===== config.mk =====
export PLATFORM = sky130hd
export DESIGN_NAME = instr_fetch
export DESIGN_NICKNAME = d
export VERILOG_FILES = /design/src/rtl/cpu_pkg.sv /design/src/rtl/instr_fetch_branch_target.sv /design/src/rtl/instr_fetch.sv
export SDC_FILE = /design/constraint.sdc
export NUM_CORES = 1
export LEC_CHECK = 0
export BUFFER_PORTS_ARGS = -buffer_cell sky130_fd_sc_hd__buf_2
export CORE_MARGIN = 1.5
export CORE_UTILIZATION = 46
export CTS_CLUSTER_SIZE = 24
export DETAILED_ROUTE_END_ITERATION = 8
export PLACE_DENSITY = 0.81
export SETUP_SLACK_MARGIN = 0.1
export SYNTH_ARGS = -nofsm -noshare
export SYNTH_HDL_FRONTEND = slang
export SYNTH_SLANG_ARGS = --single-unit

===== constraint.sdc =====
create_clock -name clk -period 2.3 [get_ports clk]
set_input_delay 0.23 -clock clk [delete_from_list [all_inputs] [get_ports clk]]
set_output_delay 0.23 -clock clk [all_outputs]
set_load 0.005 [all_outputs]

===== src/rtl/cpu_pkg.sv =====
// Shared LEGv8 CPU types and constants used by the fetch stage, its neighbours and the bench.
package cpu_pkg;

  localparam int INSTR_W = 32;

  // Bubble word injected downstream when no real instruction is available.
  localparam logic [INSTR_W-1:0] NOP_INSTR = 32'hD503_201F;

  typedef enum logic [1:0] {
    FETCH   = 2'd0,
    HOLD    = 2'd1,
    DISCARD = 2'd2
  } fetch_state_t;

endpackage


===== src/rtl/instr_fetch_branch_target.sv =====
// Branch target adder: branch PC plus word offset scaled to bytes, wrapping modulo 2^ADDR_W.
module branch_target #(
  parameter int ADDR_W = 64
) (
  input  logic [ADDR_W-1:0] br_pc,
  input  logic [63:0]       br_imm,
  output logic [ADDR_W-1:0] target
);

  logic [63:0] imm_bytes_s;

  assign imm_bytes_s = br_imm << 2;
  assign target      = br_pc + imm_bytes_s[ADDR_W-1:0];

endmodule


===== src/rtl/instr_fetch.sv =====
// LEGv8 fetch stage: owns the PC, fetches over a req/ack memory port and hands {pc, instr}
// to decode; taken branches redirect the PC, and stale in-flight words are dropped.
module instr_fetch
  import cpu_pkg::*;
#(
  parameter int                ADDR_W   = 64,
  parameter logic [ADDR_W-1:0] RESET_PC = {ADDR_W{1'b0}}
) (
  input  logic               clk,
  input  logic               reset_n,
  output logic               imem_req,
  output logic [ADDR_W-1:0]  imem_addr,
  input  logic               imem_ack,
  input  logic [INSTR_W-1:0] imem_rdata,
  output logic               out_valid,
  input  logic               out_ready,
  output logic [ADDR_W-1:0]  out_pc,
  output logic [INSTR_W-1:0] out_instr,
  input  logic               br_taken,
  input  logic [ADDR_W-1:0]  br_pc,
  input  logic [63:0]        br_imm
);

  fetch_state_t       state_q, state_d;
  logic [ADDR_W-1:0]  pc_q, pc_d;
  logic [ADDR_W-1:0]  redir_q, redir_d;
  logic               valid_q, valid_d;
  logic [ADDR_W-1:0]  out_pc_q, out_pc_d;
  logic [INSTR_W-1:0] instr_q, instr_d;
  logic [ADDR_W-1:0]  target_s;
  logic               req_s;

  branch_target #(.ADDR_W(ADDR_W)) u_branch_target (
    .br_pc  (br_pc),
    .br_imm (br_imm),
    .target (target_s)
  );

  // pc_q is the address of the outstanding request; while DISCARD waits out a stale
  // request, the redirect target is parked in redir_q so imem_addr stays stable.
  always_ff @(posedge clk or negedge reset_n) begin
    if (!reset_n) begin
      state_q  <= FETCH;
      pc_q     <= RESET_PC;
      redir_q  <= RESET_PC;
      valid_q  <= 1'b0;
      out_pc_q <= {ADDR_W{1'b0}};
      instr_q  <= {INSTR_W{1'b0}};
    end else begin
      state_q  <= state_d;
      pc_q     <= pc_d;
      redir_q  <= redir_d;
      valid_q  <= valid_d;
      out_pc_q <= out_pc_d;
      instr_q  <= instr_d;
    end
  end

  always_comb begin
    state_d  = state_q;
    pc_d     = pc_q;
    redir_d  = redir_q;
    valid_d  = valid_q;
    out_pc_d = out_pc_q;
    instr_d  = instr_q;
    req_s    = 1'b0;
    case (state_q)
      FETCH: begin
        req_s = 1'b1;
        if (br_taken) begin
          if (imem_ack) begin
            pc_d = target_s;
          end else begin
            redir_d = target_s;
            state_d = DISCARD;
          end
        end else if (imem_ack) begin
          instr_d  = imem_rdata;
          out_pc_d = pc_q;
          valid_d  = 1'b1;
          state_d  = HOLD;
        end else begin
          state_d = FETCH;
        end
      end
      HOLD: begin
        // A redirect flushes the held word even if decode accepts it this cycle.
        if (br_taken) begin
          valid_d = 1'b0;
          pc_d    = target_s;
          state_d = FETCH;
        end else if (out_ready) begin
          valid_d = 1'b0;
          pc_d    = pc_q + ADDR_W'(3'd4);
          state_d = FETCH;
        end else begin
          state_d = HOLD;
        end
      end
      DISCARD: begin
        req_s = 1'b1;
        if (imem_ack) begin
          pc_d    = br_taken ? target_s : redir_q;
          state_d = FETCH;
        end else if (br_taken) begin
          redir_d = target_s;
        end else begin
          state_d = DISCARD;
        end
      end
      default: begin
        valid_d = 1'b0;
        state_d = FETCH;
      end
    endcase
  end

  // Request drops the moment reset asserts, without waiting for a clock edge.
  assign imem_req  = req_s & reset_n;
  assign imem_addr = pc_q;
  assign out_valid = valid_q;
  assign out_pc    = out_pc_q;
  assign out_instr = instr_q;

endmodule


Word-level counts from Yosys, hierarchy flattened
Index checks and enable logic that the tools add are counted.

storage, ports and cells
  flip-flop bits (word level) = 227
  bits of input ports = 165
  output and inout port bits = 162
  word-level logic and storage cells = 56

cells by class
  $add $sub $neg = 2
  equal/unequal tests = 11
  multiplexer cells = 25
  bitwise logic cells = 3
  reductions and logical operators = 9

operator list
  cell                     count
  $mux W64                 9
  $pmux W64 S3             1
  $pmux W64 S2             1
  $add A64 B3 Y64 const B  1
  $add A64 B64 Y64         1
  $ne A2 B2 Y1 const B     6
  $ne A3 B3 Y1 const B     3
  $mux W1                  8
  $mux W2                  4
  $reduce_and A4 Y1        2
  $pmux W2 S3              1
  $reduce_and A5 Y1        1
  $pmux W1 S3              1
  $reduce_and A3 Y1        1
  $reduce_bool A3 Y1       1
  $eq A2 B1 Y1 const B     1
  $eq A2 B2 Y1 const B     1
  $logic_not A2 Y1         1
  $not A1 Y1               2
  $reduce_and A2 Y1        1
  $reduce_bool A2 Y1       1
  $reduce_or A2 Y1         1
  $and A1 B1 Y1            1

Logic depth before layout (Yosys ltp)
Gate-level depths: netlist (run 1).

  word-level depth = 4
  depth in mapped cells = 12
  gate-level depth less buffers = 12

Cells and area by module
A second synthesis (run 1) with hierarchy kept.

second synthesis, totals
  cells, all modules = 1579
  area total of the unflattened synthesis = 14880.5 µm²

by module, submodules not included
  module         instances  cells an instance  area each (µm²)  sequential area each (µm²)
  instr_fetch    1          1075               11417.2          5680.4
  branch_target  1          504                3463.3           0.0

Worst setup path before layout (run 1)
Ideal clock, no wire load.

  path kind = input to register
  start point = input port br_pc[2]
  end point = register pc_q[54], in the netlist imem_addr[54]
  library setup time = 0.094 ns
  arrival = 2.597 ns
  required time = 2.206 ns
  path slack = -0.391 ns
  stages on the path = 12
  path buffers = 0
  cell sequence = ha_1 -> inv_1 -> fa_1 -> nand2b_1 -> a21oi_1 -> a21oi_1 -> o31a_1 -> o21ai_0 -> a31o_2 -> a21boi_0 -> mux2i_1 -> a211oi_1

between the ends
  word-level cells in the longest chain between the ends = 4

ends and longest elaborated chain
  what                                line                                   source
  start, declared                     instr_fetch.sv:20                      input logic [ADDR_W-1:0] br_pc,
  $add A64 B64 Y64 (*)                instr_fetch_branch_target.sv:13        assign target = br_pc + imm_bytes_s[ADDR_W-1:0];
  $mux W64, on equally long branches  -
  $mux W64, on equally long branches  instr_fetch.sv:102, instr_fetch.sv:70
  $pmux W64 S3 (*)                    instr_fetch.sv:67                      case (state_q)
  end signal, assigned                instr_fetch.sv:51                      pc_q <= pc_d;
  end, declared                       instr_fetch.sv:25                      logic [ADDR_W-1:0] pc_q, pc_d;

Mark *: on every way between the ends. The rest lies on a longest branch, timed or not. The select of a mux whose other input is x is not followed.
A chain may end at the register's enable or synchronous reset.

Worst setup path after layout (run 1)
  start point = register pc_q[34], in the netlist imem_addr[34]
  end point = register pc_q[57], in the netlist imem_addr[57]

between the ends
  word-level cells in the longest chain between the ends = 4

ends and longest elaborated chain
  what             line               source
  $add A64 B3 Y64  instr_fetch.sv:94  pc_d = pc_q + ADDR_W'(3'd4);
  $mux W64         instr_fetch.sv:92  end else if (out_ready) begin
  $mux W64         instr_fetch.sv:88  if (br_taken) begin
  $pmux W64 S3     instr_fetch.sv:67

Every way passes these cells. The select of a mux whose other input is x is not followed.

==> flow_summary.yaml, run 1 <==
logic_synthesis:
  synth_top_area_share_pct: 37.5
  synth.area.top_cells: "dfrtp_1, mux2_2, nand2_1, o21ai_0, ha_1"
  syn-num-nets: 1939
  synth.yosys.warnings: 0
  yosys_register_bits: 227
  yosysTopAreaCell: "dfrtp_1"
  syn-cell-area_mm2: 0.0151
  synth-seq-area-share_pct: 37.5
  synth_cell_types: 86
  synthArstFlopShare_pct: 100
  avgSynthCellArea_um2: 8.87
  synth-edff-count: 0
  synthFlopType: "dfrtp_1"
  synth_cells: 1707
clocking:
  clk_latency_ns: 0.52
  cts_tree: "yes"
  clk_pin_slew_ns: 0.07
  cts_inserted_buffers: 23
  cts_sinks: 227
  htree_levels: 1
  cts_root_buf: "clkbuf_16"
  cts_max_path_buffers: 3
sta:
  finalHoldViolations: 0
  slew_violations: 0
  setup_tns_ns: -0.619
  setup_viol: 7
  fin_ws_ns: -0.248
  rsz0062_at_grt: "true"
  worst_pin_slew_ns: 0.597
  relSlewSlack_pct: 60.2
  clock_skew_ns: 0.0126
  hold_slack_ns: 0.0575
  fin_crit_ns: 2.55
  fmax_mhz: 392
  post-route-period-util_pct: 111
placed_design:
  place_area_mm2: 0.0204
  port-buffer-count: 324
  dp_hpwl_um: 41700
  pre_cts_ws_ns: -0.634
  place_inst: 2759
  gp_congestion: 0.976
power_and_ir_drop:
  intPower_mw: 14.6
  power.switching_mw: 10.1
  p_seq_share_pct: 29.3
  pwr-share-comb_pct: 54.2
  switching_share_pct: 40.9
  power_leakage_nw: 10.6
  clkPwrFrac_pct: 16.5
  power.density_mw_per_mm2: 1070
  power_mw: 24.7
  ir_drop_mv: 0.685
worst_setup_path:
  rrSetupSlack_ns: -0.25
  cp-end-kind: "register"
  reg2reg_to: "imem_addr[57]$_DFFE_PN0P_"
  r2r_cells: 11
  cp_max_fo: 4
  worstPathRequired_ns: 2.70
  r2r_start: "imem_addr[34]$_DFFE_PN0P_"
  crit_type: "reg -> reg"
  startpoint_type: "register"
  cp_data_arrival_time_ns: 2.95
cells_and_area:
  fin_nets: 2643
  postLayoutCoreUtil_pct: 71.1
  final_common_cell: "buf_4"
  fin_cells: 2869
  most-common-layout-cells: "buf_4, buf_2, dfrtp_1"
  drive_gt1_share_pct: 47.4
  area_growth_syn_to_layout_pct: 52.5
  design_area_mm2: 0.0231
routing:
  wl_per_cell_um: 20.9
  drt_iter0_markers: 2054
  dr.pass1.iters: 7
  drc: 0
  antenna_left: 0
  dr_total_vias: 17600
  drt_wl_total_um: 59900
  routed_via_density: 6.14
die:
  pin_count: 327
  rows: 66
  die_w_um: 184
  core_area_mm2: 0.0325
  chipHeight_um: 184
  fp.dieArea_mm2: 0.0340
  start_util_pct: 46.6
outcome:
  violations: "negative setup slack"
  status: "finished with violations"
worst_hold_path:
  holdPathEnd: "redir_q[2]$_DFFE_PN0P_"
  hold_path.class: "in -> reg"
  hold_depth: 4
  hold_start: "br_imm[0]"
grt:
  antenna_found_initial: 3
  grt_start_max_net_pins: 108
  grt_pass1_vias: 16500
  grt.total_usage_pct: 31.9
  grt-ovfl-total: 0
  grt_pass1_wl_um: 86200
run:
  drv_cap: 0
-- repair_timing --
item	CTS	global route
setup endpoints to repair	59	84
endpoints found under the hold margin	76	0
buffers inserted	11	24
pin swaps	30	119
hold buffers	35	0
resized for setup	52	221
-- power by group through the flow --
| stage | Sequential (mW) | Clock (mW) | Combinational [mW] |
|---|---|---|---|
| detailed placement | 7.16 | 0 | 11.7 |
| floorplan | 7.47 | 0 | 5.52 |
| finish | 7.22 | 4.08 | 13.4 |
| global placement | 7.02 | 0 | 11.4 |
| CTS | 7.12 | 4.08 | 12.0 |
| global route | 7.40 | 4.25 | 14.1 |
-- layer usage --
layer  share of wire, %  vias up  global-route usage, %
li1                   -     7641                      -
met1                 38     8311                   41.8
met2                 45     1325                   49.9
met3                 11      334                   6.92
met4                6.1        4                   15.9
met5              0.038        -                      0
-- critical path, cell delays in order (launching register included) --
cell and delay (ns):
dfrtp_1 0.40, and4_4 0.25, nand4_1 0.12, nor4_2 0.32
buf_4 0.18, nand4_1 0.13, xnor2_1 0.17, a21oi_1 0.16
buf_4 0.16, nor3_1 0.05, mux2_4 0.26, a211o_1 0.22
-- Yosys cell counts, types with 12 or more instances --
cell        n
a31oi_1    14
dfrtp_1   227
nand4_1    42
a21o_1     23
o21ai_0   170
buf_2      23
o21bai_1   15
xnor2_1    59
inv_1      38
a21oi_1   124
a221oi_1   15
xor2_1     51
and3_1     30
clkbuf_1   71
o31ai_1    13
ha_1       66
nand2_1   234
nor2_1     92
nor3_1     26
and4_1     12
nand3_1    58
mux2_2    107
-- flip-flops by register name, indices dropped and copies added, names as in the netlist --
register	count
imem_addr	64
out_instr	32
out_pc	64
out_valid	1
redir_q	64
state_q	2
-- worst max-delay path by stage --
| stage | start | end | slack [ns] | cells past startpoint |
|---|---|---|---|---|
| finish | imem_addr[34]$_DFFE_PN0P_ | imem_addr[57]$_DFFE_PN0P_ | -0.25 | 11 |
| global route | imem_addr[44]$_DFFE_PN0P_ | imem_addr[57]$_DFFE_PN0P_ | -0.29 | 11 |
| CTS | imem_addr[34]$_DFFE_PN0P_ | imem_addr[57]$_DFFE_PN0P_ | -0.14 | 11 |
| detailed placement | br_pc[5] | imem_addr[63]$_DFFE_PN0P_ | -0.63 | 12 |
| global placement | br_pc[5] | redir_q[59]$_DFFE_PN0P_ | -0.58 | 13 |
| floorplan | br_imm[4] | imem_addr[57]$_DFFE_PN0P_ | -0.16 | 10 |
-- cell families (layout without fill, tap and decap cells) --
logic type               after synthesis  count (layout)  synth area share (%)
AO/OA/AOI/OAI                        495             495                  20.9
XOR/XNOR                             110             110                  6.37
adder cells (fa/ha/maj)               67              67                  5.59
buffers and inverters                140             859                  3.72
flip-flops                           227             227                  37.5
multiplexers                         117             117                  8.63
other                                  0               1                     0
AND/OR/NAND/NOR                      551             551                  17.3
-- final cells by class --
| type | instances | area [um2] |
|---|---|---|
| Antenna cell | 1 | 2.50 |
| Clock buffer | 32 | 699 |
| Clock inverter | 8 | 124 |
| Fill cell | 2163 | 9380 |
| Inverter | 39 | 146 |
| Multi-Input combinational cell | 1340 | 10500 |
| Sequential cell | 227 | 5680 |
| Tap cell | 442 | 553 |
| Timing Repair Buffer | 780 | 5370 |
(Power assumes the default switching activity.)
==> run 2: changes to the inputs <==
Settings changed: PLACE_DENSITY 0.81 to not set, PLACE_DENSITY_LB_ADDON set to 0.3.
Clock period 2.3 ns to 2.6 ns, I/O delays scaled along.
==> flow_summary.yaml, run 2 (synthesized netlist as in run 1, its figures left out) <==
sta:
  rsz0062_at_grt: "true"
  setup_viol: 0
  slew_violations: 0
  fin_ws_ns: 0.0558
  hold_slack_ns: 0.00601
  post-route-period-util_pct: 97.9
  fin_crit_ns: 2.54
  finalHoldViolations: 0
  worst_pin_slew_ns: 0.846
  clock_skew_ns: 0.0222
  setup_tns_ns: 0
  relSlewSlack_pct: 43.6
  fmax_mhz: 393
grt:
  grt_pass1_vias: 15000
  grtUsageMet2_pct: 47.3
  grt-ovfl-total: 0
  grt_use_met3_pct: 4.15
  grt_pass1_wl_um: 81900
  antenna_found_initial: 2
  grt_start_max_net_pins: 97
  grt_use_met1_pct: 43.1
  busiest_layer: "met2"
  grt.total_usage_pct: 30.5
die:
  core_area_mm2: 0.0325
  rows: 66
  fp.dieArea_mm2: 0.0340
  pin_count: 327
  chipHeight_um: 184
  die_w_um: 184
  start_util_pct: 46.6
run:
  drv_cap: 0
cells_and_area:
  final_common_cell: "buf_4"
  area_growth_syn_to_layout_pct: 40.0
  drive_gt1_share_pct: 39.3
  fin_nets: 2561
  fin_cells: 2788
  most-common-layout-cells: "buf_4, buf_2, nand2_1"
  design_area_mm2: 0.0212
  postLayoutCoreUtil_pct: 65.3
  nFillCells: 2765
worst_hold_path:
  hold_path.class: "in -> reg"
  hold_depth: 2
  holdPathEnd: "out_instr[15]$_DFFE_PN0P_"
  hold_start: "imem_rdata[15]"
worst_setup_path:
  cp_data_arrival_time_ns: 2.95
  r2r_cells: 10
  r2r_start: "imem_addr[34]$_DFFE_PN0P_"
  reg2reg_to: "imem_addr[57]$_DFFE_PN0P_"
  startpoint_type: "register"
  cp-end-kind: "register"
  crit_type: "reg -> reg"
  cp_max_fo: 4
  rrSetupSlack_ns: 0.06
  worstPathRequired_ns: 3.00
routing:
  wl_per_cell_um: 19.2
  dr_total_vias: 16000
  routed_via_density: 5.73
  drt_iter0_markers: 1363
  dr.pass1.iters: 6
  antenna_left: 0
  drc: 0
  drt_wl_total_um: 53500
clocking:
  cts_sinks: 227
  clk_pin_slew_ns: 0.07
  cts_root_buf: "clkbuf_16"
  cts_tree: "yes"
  cts_max_path_buffers: 3
  clk_latency_ns: 0.53
  cts_inserted_buffers: 23
  htree_levels: 1
placed_design:
  dp_hpwl_um: 40100
  place_area_mm2: 0.0197
  place_inst: 2707
  pre_cts_ws_ns: -0.553
  port-buffer-count: 324
  gp_congestion: 0.940
outcome:
  status: "complete, no violations"
power_and_ir_drop:
  ir_drop_mv: 0.564
  power.density_mw_per_mm2: 954
  power_leakage_nw: 9.92
  power_mw: 20.2
## run 2: cell types whose count changed in the layout (fill, tap and decap cells not counted), moves of 9 or more
cell     delta
o21ai_0    +51
o21ai_2    -13
o21ai_1    -38
buf_6      -19
a21oi_2    -11
xnor2_1    +10
xnor2_2     -9
buf_4      -62
ha_4       -18
a21oi_1    +17
ha_1       +23
## run 2: area by class of cell
cell class                      instances  area, um2  area share, %
Clock buffer                           30        632           2.98
Clock inverter                         11        148          0.697
Tap cell                              442        553           2.61
Inverter                               39        146          0.691
Multi-Input combinational cell       1340       9410           44.4
Antenna cell                            1       2.50         0.0118
Timing Repair Buffer                  698       4620           21.8
Sequential cell                       227       5680           26.8
## run 2: worst max-delay path by stage
stage	start	end	slack [ns]
after floorplan	br_pc[22]	imem_addr[52]$_DFFE_PN0P_	0.10
after global placement	br_pc[41]	imem_addr[63]$_DFFE_PN0P_	-0.50
after detailed placement	br_pc[41]	imem_addr[63]$_DFFE_PN0P_	-0.55
after CTS	imem_addr[23]$_DFFE_PN0P_	imem_addr[60]$_DFFE_PN0P_	0.11
after global routing	imem_addr[38]$_DFFE_PN0P_	imem_addr[60]$_DFFE_PN0P_	0.004
final	imem_addr[34]$_DFFE_PN0P_	imem_addr[57]$_DFFE_PN0P_	0.06
## run 2: what timing repair did
| item | CTS | global route |
|---|---|---|
| buffers inserted | 0 | 5 |
| setup endpoints to repair | 16 | 50 |
| gates resized for setup | 5 | 66 |
| cloned | 1 | 0 |
| hold endpoints to repair | 78 | 0 |
| hold buffers | 33 | 0 |
| pin swaps | 0 | 17 |
## run 2: critical path, cell delays in order (launching register included)
cell,delay (ns)
dfrtp_1,0.36
and4_4,0.26
nand4_1,0.13
nor4_2,0.30
buf_4,0.19
nand4_1,0.15
xnor2_1,0.20
a21oi_2,0.26
nor3_2,0.07
mux2_4,0.26
a211o_1,0.22
## run 2: power by group
group | internal, mW | total, mW | switching [mW]
registers | 5.29 | 6.36 | 1.07
logic | 4.76 | 10.4 | 5.64
clock network | 2.02 | 3.46 | 1.44
total | 12.1 | 20.2 | 8.15
## run 2: metal layers
metal / part of all wire (%) / up-vias / wire (um)
met5: 0 / - / 0
met4: 3.9 / 0 / 2070
met3: 8.6 / 125 / 4600
met2: 43 / 835 / 23100
met1: 44 / 7554 / 23700
li1: - / 7454 / -
